[src/rtl/sliding_sprite_if.sv]
// Control and draw bus of the sliding sprite engine: frame/command/key inputs
// and the per-pixel draw request with its registered response.
interface sliding_sprite_if #(
  parameter int ADDR_W = 20
);
  logic              frame_clk;
  logic              mode;
  logic              cmd_open;
  logic              cmd_close;
  logic [7:0]        keycode;
  logic [3:0]        status;
  logic [9:0]        DrawX;
  logic [9:0]        DrawY;
  logic              is_sprite;
  logic [ADDR_W-1:0] sprite_address;
  logic [9:0]        pos_x;
  logic [2:0]        state;
  logic              done;

  modport master (
    output frame_clk, mode, cmd_open, cmd_close, keycode, status, DrawX, DrawY,
    input  is_sprite, sprite_address, pos_x, state, done
  );

  modport slave (
    input  frame_clk, mode, cmd_open, cmd_close, keycode, status, DrawX, DrawY,
    output is_sprite, sprite_address, pos_x, state, done
  );
endinterface

[src/rtl/sliding_sprite.sv]
// Horizontally sliding sprite: per-frame X movement (keycode or open/close FSM)
// and registered per-pixel visibility / sprite-ROM address.
module sliding_sprite #(
  parameter int          SPR_W        = 182,
  parameter int          SPR_H        = 158,
  parameter int          Y_TOP        = 22,
  parameter int          X_INIT       = 698,
  parameter int          X_MIN        = 458,
  parameter int          X_MAX        = 698,
  parameter int          STEP         = 1,
  parameter int          SCREEN_W     = 640,
  parameter int          STATUS_MATCH = 3,
  parameter logic [7:0]  KEY_DEC      = 8'd07,
  parameter logic [7:0]  KEY_INC      = 8'd04,
  parameter int          ADDR_W       = 20
) (
  input logic           Clk,
  input logic           Reset,
  sliding_sprite_if.slave bus
);

  typedef enum logic [2:0] {
    CLOSED  = 3'd0,
    OPENING = 3'd1,
    OPEN    = 3'd2,
    CLOSING = 3'd3,
    PARKED  = 3'd4
  } state_e;

  localparam logic [10:0] XMIN_C   = 11'(X_MIN);
  localparam logic [10:0] XMAX_C   = 11'(X_MAX);
  localparam logic [10:0] STEP_C   = 11'(STEP);
  localparam logic [10:0] XINIT_C  = 11'(X_INIT);
  localparam logic [10:0] SPRW_C   = 11'(SPR_W);
  localparam logic [10:0] SCRW_C   = 11'(SCREEN_W);
  localparam logic [10:0] YTOP_C   = 11'(Y_TOP);
  localparam logic [10:0] YEND_C   = 11'(Y_TOP + SPR_H);
  localparam logic [3:0]  STATUS_C = 4'(STATUS_MATCH);
  localparam state_e      RESET_ST = (X_INIT >= X_MAX) ? CLOSED :
                                     (X_INIT <= X_MIN) ? OPEN : PARKED;

  function automatic state_e pos_state(input logic [10:0] p);
    if (p == XMAX_C)      return CLOSED;
    else if (p == XMIN_C) return OPEN;
    else                  return PARKED;
  endfunction

  logic              sync1_q, sync2_q, sync3_q;
  logic              tick;
  logic [10:0]       pos_q, pos_d;
  state_e            state_q, state_d;
  logic              done_q, done_d;
  logic [10:0]       dec, inc;
  logic              is_sprite_q, is_sprite_d;
  logic [ADDR_W-1:0] addr_q, addr_d;
  logic [10:0]       dx, dy, drawx11, drawy11;

  assign tick = sync2_q & ~sync3_q;

  always_comb begin
    dec = (pos_q < XMIN_C + STEP_C) ? XMIN_C : pos_q - STEP_C;
    inc = (pos_q + STEP_C > XMAX_C) ? XMAX_C : pos_q + STEP_C;
  end

  // Command transition is resolved first so a same-cycle tick moves in the new direction.
  always_comb begin
    pos_d   = pos_q;
    state_d = state_q;
    done_d  = 1'b0;
    if (!bus.mode) begin
      if (tick && bus.keycode == KEY_DEC)      pos_d = dec;
      else if (tick && bus.keycode == KEY_INC) pos_d = inc;
      state_d = pos_state(pos_d);
    end else begin
      if (bus.cmd_open) begin
        if (state_q inside {CLOSED, CLOSING, PARKED}) state_d = OPENING;
      end else if (bus.cmd_close) begin
        if (state_q inside {OPEN, OPENING, PARKED}) state_d = CLOSING;
      end
      if (tick) begin
        if (state_d == OPENING) begin
          pos_d = dec;
          if (dec == XMIN_C) begin
            state_d = OPEN;
            done_d  = 1'b1;
          end
        end else if (state_d == CLOSING) begin
          pos_d = inc;
          if (inc == XMAX_C) begin
            state_d = CLOSED;
            done_d  = 1'b1;
          end
        end
      end
    end
  end

  always_comb begin
    drawx11     = {1'b0, bus.DrawX};
    drawy11     = {1'b0, bus.DrawY};
    dx          = drawx11 - pos_q;
    dy          = drawy11 - YTOP_C;
    // dx[10] is the sign of DrawX - pos_x; negative offsets are left of the sprite.
    is_sprite_d = !dx[10] && (dx < SPRW_C) && (drawx11 < SCRW_C) &&
                  (drawy11 >= YTOP_C) && (drawy11 < YEND_C) &&
                  (bus.status == STATUS_C);
    addr_d      = '0;
    if (is_sprite_d)
      addr_d = ADDR_W'(dx) + ADDR_W'(dy) * ADDR_W'(SPR_W);
  end

  always_ff @(posedge Clk or negedge Reset) begin
    if (!Reset) begin
      sync1_q     <= 1'b0;
      sync2_q     <= 1'b0;
      sync3_q     <= 1'b0;
      pos_q       <= XINIT_C;
      state_q     <= RESET_ST;
      done_q      <= 1'b0;
      is_sprite_q <= 1'b0;
      addr_q      <= '0;
    end else begin
      sync1_q     <= bus.frame_clk;
      sync2_q     <= sync1_q;
      sync3_q     <= sync2_q;
      pos_q       <= pos_d;
      state_q     <= state_d;
      done_q      <= done_d;
      is_sprite_q <= is_sprite_d;
      addr_q      <= addr_d;
    end
  end

  assign bus.pos_x          = pos_q[9:0];
  assign bus.state          = state_q;
  assign bus.done           = done_q;
  assign bus.is_sprite      = is_sprite_q;
  assign bus.sprite_address = addr_q;

endmodule

[src/flat_wrapper.sv]
// flat-port wrapper written by rule: the top's interface ports become plain ports
module sliding_sprite_flat 
#(
  parameter int          SPR_W        = 182,
  parameter int          SPR_H        = 158,
  parameter int          Y_TOP        = 22,
  parameter int          X_INIT       = 698,
  parameter int          X_MIN        = 458,
  parameter int          X_MAX        = 698,
  parameter int          STEP         = 1,
  parameter int          SCREEN_W     = 640,
  parameter int          STATUS_MATCH = 3,
  parameter logic [7:0]  KEY_DEC      = 8'd07,
  parameter logic [7:0]  KEY_INC      = 8'd04,
  parameter int          ADDR_W       = 20
)
  (Clk, Reset, bus_frame_clk, bus_mode, bus_cmd_open, bus_cmd_close, bus_keycode, bus_status, bus_DrawX, bus_DrawY, bus_is_sprite, bus_sprite_address, bus_pos_x, bus_state, bus_done);
  sliding_sprite_if #(.ADDR_W(ADDR_W)) bus_i ();
  input logic Clk;
  input logic Reset;
  input wire logic [$bits(bus_i.frame_clk)-1:0] bus_frame_clk;
  input wire logic [$bits(bus_i.mode)-1:0] bus_mode;
  input wire logic [$bits(bus_i.cmd_open)-1:0] bus_cmd_open;
  input wire logic [$bits(bus_i.cmd_close)-1:0] bus_cmd_close;
  input wire logic [$bits(bus_i.keycode)-1:0] bus_keycode;
  input wire logic [$bits(bus_i.status)-1:0] bus_status;
  input wire logic [$bits(bus_i.DrawX)-1:0] bus_DrawX;
  input wire logic [$bits(bus_i.DrawY)-1:0] bus_DrawY;
  output wire logic [$bits(bus_i.is_sprite)-1:0] bus_is_sprite;
  output wire logic [$bits(bus_i.sprite_address)-1:0] bus_sprite_address;
  output wire logic [$bits(bus_i.pos_x)-1:0] bus_pos_x;
  output wire logic [$bits(bus_i.state)-1:0] bus_state;
  output wire logic [$bits(bus_i.done)-1:0] bus_done;
  assign bus_i.frame_clk = bus_frame_clk;
  assign bus_i.mode = bus_mode;
  assign bus_i.cmd_open = bus_cmd_open;
  assign bus_i.cmd_close = bus_cmd_close;
  assign bus_i.keycode = bus_keycode;
  assign bus_i.status = bus_status;
  assign bus_i.DrawX = bus_DrawX;
  assign bus_i.DrawY = bus_DrawY;
  assign bus_is_sprite = bus_i.is_sprite;
  assign bus_sprite_address = bus_i.sprite_address;
  assign bus_pos_x = bus_i.pos_x;
  assign bus_state = bus_i.state;
  assign bus_done = bus_i.done;
  sliding_sprite #(.SPR_W(SPR_W), .SPR_H(SPR_H), .Y_TOP(Y_TOP), .X_INIT(X_INIT), .X_MIN(X_MIN), .X_MAX(X_MAX), .STEP(STEP), .SCREEN_W(SCREEN_W), .STATUS_MATCH(STATUS_MATCH), .KEY_DEC(KEY_DEC), .KEY_INC(KEY_INC), .ADDR_W(ADDR_W)) u_core (.Clk(Clk), .Reset(Reset), .bus(bus_i));
endmodule
[config.mk]
export PLATFORM = sky130hd
export DESIGN_NAME = sliding_sprite_flat
export DESIGN_NICKNAME = d
export VERILOG_FILES = /design/src/rtl/sliding_sprite_if.sv /design/src/rtl/sliding_sprite.sv /design/src/flat_wrapper.sv
export SDC_FILE = /design/constraint.sdc
export NUM_CORES = 1
export LEC_CHECK = 0
export BUFFER_PORTS_ARGS = -buffer_cell sky130_fd_sc_hd__buf_2
export CAP_MARGIN = 25
export CORE_MARGIN = 3
export CORE_UTILIZATION = 45
export DETAILED_ROUTE_END_ITERATION = 8
export PLACE_DENSITY = 0.77
export SLEW_MARGIN = 20
export SYNTH_ARGS = -nofsm -noshare
export SYNTH_HDL_FRONTEND = slang
export SYNTH_SLANG_ARGS = --single-unit
[constraint.sdc]
create_clock -name Clk -period 4.91 [get_ports Clk]
set_input_delay 0.2455 -clock Clk [delete_from_list [all_inputs] [get_ports Clk]]
set_output_delay 0.2455 -clock Clk [all_outputs]
set_load 0.1 [all_outputs]
## Yosys cells after proc, flatten, opt, wreduce, memory -nomap -nowiden

Cells that the tools add are included.

- Output and inout port bits: 35
- Register bits after elaboration: 39
- Logic and storage cells: 78

- Reduce and logical (&&, ||, !) cells: 12
- Mux-type cells: 29
- Add/sub/neg operators: 5
- Order comparisons: 6
- Multiply operators: 1
- Bitwise gates (word level): 2
- Eq/ne operators: 15

Operators with widths:

| kind | count |
|---|---|
| $mux 11 | 9 |
| $mux 3 | 13 |
| $eq 11x10->1 const B | 2 |
| $eq 11x9->1 const B | 2 |
| $add 11x19->20 | 1 |
| $mux 20 | 1 |
| $mul 11x7->18 const B | 1 |
| $eq 8x3->1 const B | 2 |
| $add 11x1->11 const B | 1 |
| $gt 11x10->1 const B | 1 |
| $lt 11x8->1 const B | 1 |
| $lt 11x9->1 const B | 1 |
| $sub 10x11->11 | 1 |
| $sub 10x5->11 const B | 1 |
| $sub 11x1->11 const B | 1 |
| $ge 10x5->1 const B | 1 |
| $lt 10x10->1 const B | 1 |
| $lt 10x8->1 const B | 1 |
| $eq 3x2->1 const B | 3 |
| $logic_and 1x1->1 | 7 |
| $eq 3x1->1 const B | 2 |
| $mux 1 | 6 |
| $reduce_bool 3->1 | 2 |
| $eq 4x2->1 const B | 1 |
| other kinds (8) | 8 |

## Logic depth before layout (Yosys ltp)

Gate-level depths: netlist of run 1.

- Depth after elaboration: 11
- Depth in mapped cells: 24

## Least setup slack after synthesis of run 1

No wires, ideal clock.

- Kind: input -> register
- From: in bus_DrawY[1]
- To: reg u_core.addr_q[18], in the netlist u_core.bus.sprite_address[18]
- Cell stages on the path: 20
- Setup time: 0.078 ns
- Required time: 4.832 ns
- Data arrival time: 5.228 ns
- Setup slack: -0.396 ns
- Cells stage by stage: a21oi_1 -> inv_1 -> a21oi_1 -> nor3b_1 -> xor2_1 -> ha_1 -> fa_1 -> fa_1 -> inv_1 -> fa_1 -> inv_1 -> ha_1 -> xnor2_1 -> ha_1 -> and2_1 -> a22o_1 -> a311o_1 -> nor2b_1 -> a41o_1 -> a21oi_1

- Cells in the longest elaborated chain, start to end: 5

Ends and longest elaborated chain:

| item | line | RTL |
|---|---|---|
| start: declaration | flat_wrapper.sv:28 | `input wire logic [$bits(bus_i.DrawY)-1:0] bus_DrawY;` |
| branches (longest 4 deep; another with $add 11x19->20) | - |  |
| $mux 20 (*) | sliding_sprite.sv:108 | `if (is_sprite_d)` |
| net u_core.addr_d[18] | sliding_sprite.sv:55 | `logic [ADDR_W-1:0] addr_q, addr_d;` |
| end signal: assignment | sliding_sprite.sv:130 | `addr_q <= addr_d;` |
| end: declaration | sliding_sprite.sv:55 |  |

Mark *: on every way through the listed nets, which the timed path passes.
A chain may end at the register's enable or synchronous reset.

## Worst setup path in the final report of run 1

- From: in bus_DrawY[2]
- To: reg u_core.addr_q[18], in the netlist u_core.bus.sprite_address[18]

Same word-level chain as after synthesis.

==> results of run 1 <==
-- power by group --
part	total, mW	internal [mW]	switching [mW]
logic	4.92	2.29	2.63
registers	0.462	0.368	0.0933
clock network	0.317	0.188	0.128
total	5.70	2.84	2.85
-- stage by stage --
step,setup WS [ns],cells,TNS (ns)
3_3_place_gp,-0.219,953,-1.19
5_1_grt,-0.0813,966,-0.223
2_1_floorplan,0.0174,690,0
6_report,0.128,966,0
4_1_cts,0.00115,961,0
3_5_place_dp,-0.317,953,-1.79
-- layout make-up --
class / count / share of cell area (%)
Clock buffer: 6 / 1.87
Sequential cell: 39 / 14.3
Tap cell: 168 / 3.05
Timing Repair Buffer: 139 / 12.7
Clock inverter: 2 / 0.199
Multi-Input combinational cell: 544 / 64.3
Inverter: 68 / 3.70
-- worst max-delay path, delay by kind of cell --
family          cells  cell delay (ns)
simple gates        5             0.78
compound gates      7             1.18
buf+inv             6             0.47
xor+xnor            3             0.40
fa+ha+maj           5             1.92
-- path summary, 6_finish.rpt --
kind | cells after the start | endpoint | from | slack, ns
setup reg to reg | 17 | u_core.bus.sprite_address[18] | u_core.pos_q[1] | 0.49
min in group asynchronous | 1 | u_core.bus.sprite_address[5] | Reset | 0.08
hold / removal | 1 | u_core.sync1_q | bus_frame_clk | 0.07
setup / recovery | 26 | u_core.bus.sprite_address[18] | bus_DrawY[2] | 0.13
hold reg to reg | 0 | u_core.sync2_q | u_core.sync1_q | 0.35
max in group asynchronous | 1 | u_core.pos_q[6] | Reset | 4.28
-- timing repair --
item | CTS | global route
setup endpoints to repair | 4 | 7
pin swaps | 2 | 15
resized for setup | 5 | 32
setup buffers | 0 | 5
hold endpoints to repair | 0 | 0
-- logic make-up after synthesis --
family	share of synthesized area [%]
and+or+nand+nor	19.3
DFF	17.6
AOI/OAI and AO/OA	21.5
muxes	0.179
xor gates and xnor gates	10.5
adders and majority gates	22.7
buffers and inverters	8.28
-- layout by cell type, fill, tap and decap left out, types with 6 or more instances in the layout --
cell / n
xor2_1: 27
nand4_1: 9
dfstp_2: 6
inv_2: 6
inv_1: 61
xnor2_1: 34
nand2b_1: 6
buf_2: 71
fa_1: 19
nand2_1: 36
and3_1: 8
a21o_1: 19
buf_4: 66
ha_4: 7
nand3_1: 18
nor3_1: 13
a21oi_1: 48
o21ai_0: 32
nor2_1: 60
ha_1: 64
dfrtp_1: 33
-- per-layer routing --
metal / up-vias / track usage (%)
li1: 2655 / -
met1: 2524 / 32.1
met2: 230 / 33.4
met3: 16 / 5.05
met4: 0 / 4.76
met5: - / 0
-- flip-flops by register name (all words and copies together) (netlist names) --
name / count
u_core.bus.sprite_address: 20
u_core.pos_q: 11
u_core.bus.is_sprite: 1
u_core.bus.state: 3
u_core.sync1_q: 1
u_core.bus.done: 1
u_core.sync3_q: 1
u_core.sync2_q: 1
==> impl_metrics.json, run 1 <==
{
  "ys.flop_type": "dfrtp_1",
  "async_flop_share_pct": 100,
  "worstPathArrival_ns": 5.00,
  "vias": 5425,
  "finalSetupViolations": 0,
  "leakage_nw": 3.34,
  "finalInstanceArea_um2": 6900,
  "cts_max_level": 2,
  "ir_drop_mv": 0.798,
  "min_path_type": "input port to flip-flop",
  "fmax_mhz": 209,
  "met1_length_um": 7120,
  "required_ns": 5.13,
  "hold_buffers": 0,
  "multi_input_area_um2": 4430,
  "antenna_found_initial": 0,
  "synthDominantCellAreaShare_pct": 15.9,
  "gp_congestion": 1.01,
  "seq_area_frac_synth_pct": 17.6,
  "maxCapViolCount": 0,
  "final_util_pct": 57.2,
  "cts_made_buffers": 5,
  "outcome": "finished, final reports clean",
  "fillers": 1063,
  "rsz0062_at_grt": "yes",
  "met3_length_um": 1230,
  "tightestPinTransition_ns": 0.901,
  "fin_nets": 925,
  "regArea_um2": 983,
  "critPathLaunchType": "input port",
  "grt_usage_pct": 22.0,
  "dieArea_um2": 13800,
  "drc": 0,
  "io_buffer_count": 72,
  "area_delta_synth_final_pct": 23.4,
  "finalMaxSlewViolations": 0,
  "slowest_stage": "fa_1",
  "finalClockSkew_ns": 0.00876,
  "synth_edf_count": 0,
  "criticalPathCategory": "input port to flip-flop",
  "start_util_pct": 46.4,
  "dp_hpwl_um": 12100,
  "routed.top_layer": "met4",
  "grt-ovfl-total": 0,
  "n_antenna_cell": 0,
  "met2_length_um": 7070,
  "cts_tree": "done",
  "syn_avg_cell_area_um2": 8.10,
  "postRouteAntennaNets": 0,
  "finalWirelength_um": 15600,
  "dieHeight_um": 117,
  "layout-drive-gt1-share_pct": 25.9,
  "clkTransAtPathRegs_ns": 0.06,
  "post_drt_wl_per_cell_um": 16.1,
  "ys_top_cells_by_count": "71 x ha_1, 67 x inv_1, 61 x nor2_1, 55 x a21oi_1",
  "clock_sinks": 39,
  "synth_nets": 818,
  "clk_latency_ns": 0.29,
  "synthCells": 690,
  "fin_crit_sh_pct": 97.4,
  "viasPerCell": 5.62,
  "placed_cell_area_um2": 6500,
  "crit_path_max_incr_delay_ns": 0.51,
  "die_w_um": 117,
  "cp_max_fo": 4,
  "pwr_density_cell_nw_per_um2": 826,
  "yosysMostFrequentCell": "ha_1",
  "synth-seq-cells": 39,
  "synth_area_um2": 5590,
  "max-slew-margin-rel_pct": 38.4,
  "dr.first_iter.drc_count": 527,
  "period_needed_ns": 4.78,
  "io_pins": 73,
  "cts_root_buf": "clkbuf_16",
  "synthTopCellsByArea": "ha_1 16%, dfrtp_1 15%, fa_1 6.8%",
  "yosys.area.top_type": "ha_1",
  "finalPower_mw": 5.70,
  "rows": 40,
  "worst_setup_path_end_kind": "flip-flop",
  "grt_max_degree": 40,
  "hold_violations": 0,
  "holdWs_ns": 0.0689,
  "dr.pass1.iters": 5,
  "grt_pass1_wl_um": 25600,
  "coreArea_um2": 12100,
  "ys_types": 70,
  "first_global_vias": 5177,
  "clockBufferDepth": 2,
  "yosys_warnings": 0
}
(Power assumes the default switching activity.)
==> run 2, diff against run 1 <==
--- a/config.mk
+++ b/config.mk
@@ -7,7 +7,6 @@
 export LEC_CHECK = 0
 export BUFFER_PORTS_ARGS = -buffer_cell sky130_fd_sc_hd__buf_2
 export CAP_MARGIN = 25
-export CORE_MARGIN = 3
 export CORE_UTILIZATION = 45
 export DETAILED_ROUTE_END_ITERATION = 8
 export PLACE_DENSITY = 0.77
==> run 2 against run 1 <==
Effect of this change: final area about the same; sequential power about the same; combinational power decreased by 5.5%.
==> impl_metrics.json, run 2 (synthesized netlist as in run 1, its figures left out) <==
{
  "post_drt_wl_per_cell_um": 15.7,
  "grt_usage_pct": 24.3,
  "fillers": 1072,
  "grt_pass1_wl_um": 25000,
  "pwr_density_cell_nw_per_um2": 799,
  "clkTransAtPathRegs_ns": 0.06,
  "viasPerCell": 5.58,
  "maxCapViolCount": 0,
  "fmax_mhz": 209,
  "rows": 40,
  "worstReg2RegEnd": "u_core.bus.sprite_address[18]",
  "coreArea_um2": 12100,
  "finalPower_mw": 5.51,
  "dp_hpwl_um": 11900,
  "cp_max_fo": 4,
  "grt_busiest_layer": "met2",
  "required_ns": 5.12,
  "clk_latency_ns": 0.29,
  "use_met2_pct": 38.2,
  "crit_path_max_incr_delay_ns": 0.50,
  "criticalPathCategory": "input port to flip-flop",
  "cts_made_buffers": 5,
  "finalClockSkew_ns": 0.00592,
  "worstPathArrival_ns": 5.00,
  "min_path_type": "input port to flip-flop",
  "finalSetupTns_ns": 0,
  "met3_usage_pct": 4.94,
  "io_buffer_count": 72,
  "final_util_pct": 57.2,
  "hold_violations": 0,
  "largest_reg_flops": 20,
  "grt_max_degree": 40,
  "vias": 5405,
  "holdWs_ns": 0.0608,
  "clockBufferDepth": 2,
  "cts_root_buf": "clkbuf_16",
  "dr.pass1.iters": 5,
  "postRouteAntennaNets": 0,
  "regToRegStartpoint": "u_core.pos_q[1]",
  "gp_congestion": 0.954,
  "drc": 0,
  "layout-drive-gt1-share_pct": 25.1,
  "leakage_nw": 3.35,
  "finalMaxSlewViolations": 0,
  "final_cell_mix": "70 x buf_2, 67 x buf_4, 65 x ha_1",
  "io_pins": 73,
  "first_global_vias": 5127,
  "grt-ovfl-total": 0,
  "reg2reg_depth": 17,
  "layout_setup_ws_ns": 0.118,
  "ir_drop_mv": 0.778,
  "critPathLaunchType": "input port",
  "dieArea_um2": 12900,
  "antenna_found_initial": 0,
  "fin_nets": 927,
  "rrSetupSlack_ns": 0.54,
  "crit_path_end": "u_core.bus.sprite_address[18]",
  "use_met1_pct": 34.3,
  "finalWirelength_um": 15200,
  "cts_max_level": 2,
  "cts_tree": "done",
  "die_w_um": 113,
  "worstHoldPathCells": 1,
  "max-slew-margin-rel_pct": 42.7,
  "dr.first_iter.drc_count": 402,
  "fin_crit_sh_pct": 97.6,
  "dieHeight_um": 113,
  "period_needed_ns": 4.79,
  "n_antenna_cell": 0,
  "pre_cts_ws_ns": -0.358,
  "slowest_stage": "fa_1",
  "outcome": "finished, final reports clean",
  "finalSetupViolations": 0,
  "clock_sinks": 39,
  "start_util_pct": 46.4,
  "area_delta_synth_final_pct": 23.3,
  "crit_start": "bus_DrawY[1]",
  "final_common_cell": "buf_2",
  "worst_setup_path_end_kind": "flip-flop",
  "tightestPinTransition_ns": 0.856
}
## run 2: worst min-delay path by stage
stage	endpoint	slack (ns)	start
after detailed placement	u_core.sync2_q	0.35	u_core.sync1_q
after global routing	u_core.sync1_q	0.05	bus_frame_clk
after floorplan	u_core.bus.done	-0.05	Reset
after CTS	u_core.sync1_q	0.06	bus_frame_clk
final	u_core.sync1_q	0.06	bus_frame_clk
after global placement	u_core.sync2_q	0.33	u_core.sync1_q
## run 2: final cells by class
cell class                 instances  area [um^2]  area share [%]
multi-input combinational        544         4350            63.2
sequential                        39          983            14.3
timing repair buffer             141          913            13.2
inverter                          68          255            3.70
tap                              168          210            3.05
clock buffer                       6          139            2.01
clock inverter                     2         38.8           0.563
## run 2: repair_timing
item                                    CTS  global route
buffers inserted                          0             3
hold endpoints to repair                  0            20
gates resized for setup                   4            25
endpoints found under the setup margin    4             7
hold buffers                              0             1
cloned                                    0             0
pin swaps                                 3            20
## run 2: critical path: cells and delay by family
family,cells,cell delay [ns]
compound gates,7,1.16
fa+ha+maj,5,1.92
xor+xnor,3,0.40
buf+inv,6,0.48
simple gates,5,0.80
## run 2: power by group
group	switching [mW]	internal (mW)
clock network	0.136	0.255
logic	2.50	2.15
registers	0.0918	0.368
total	2.73	2.77
## run 2: per-stage QoR
stage	cell area, um^2	cells
after detailed placement	6510	955
after CTS	6710	963
after global routing	6890	968
final	6890	968
after floorplan	5670	690
after global placement	6510	955
## run 2: per-layer routing
layer  up-vias  wire length (um)
met1      2525              6960
met2       199              6850
met5         -                 0
met3        22              1120
li1       2659                 -
met4         0               224
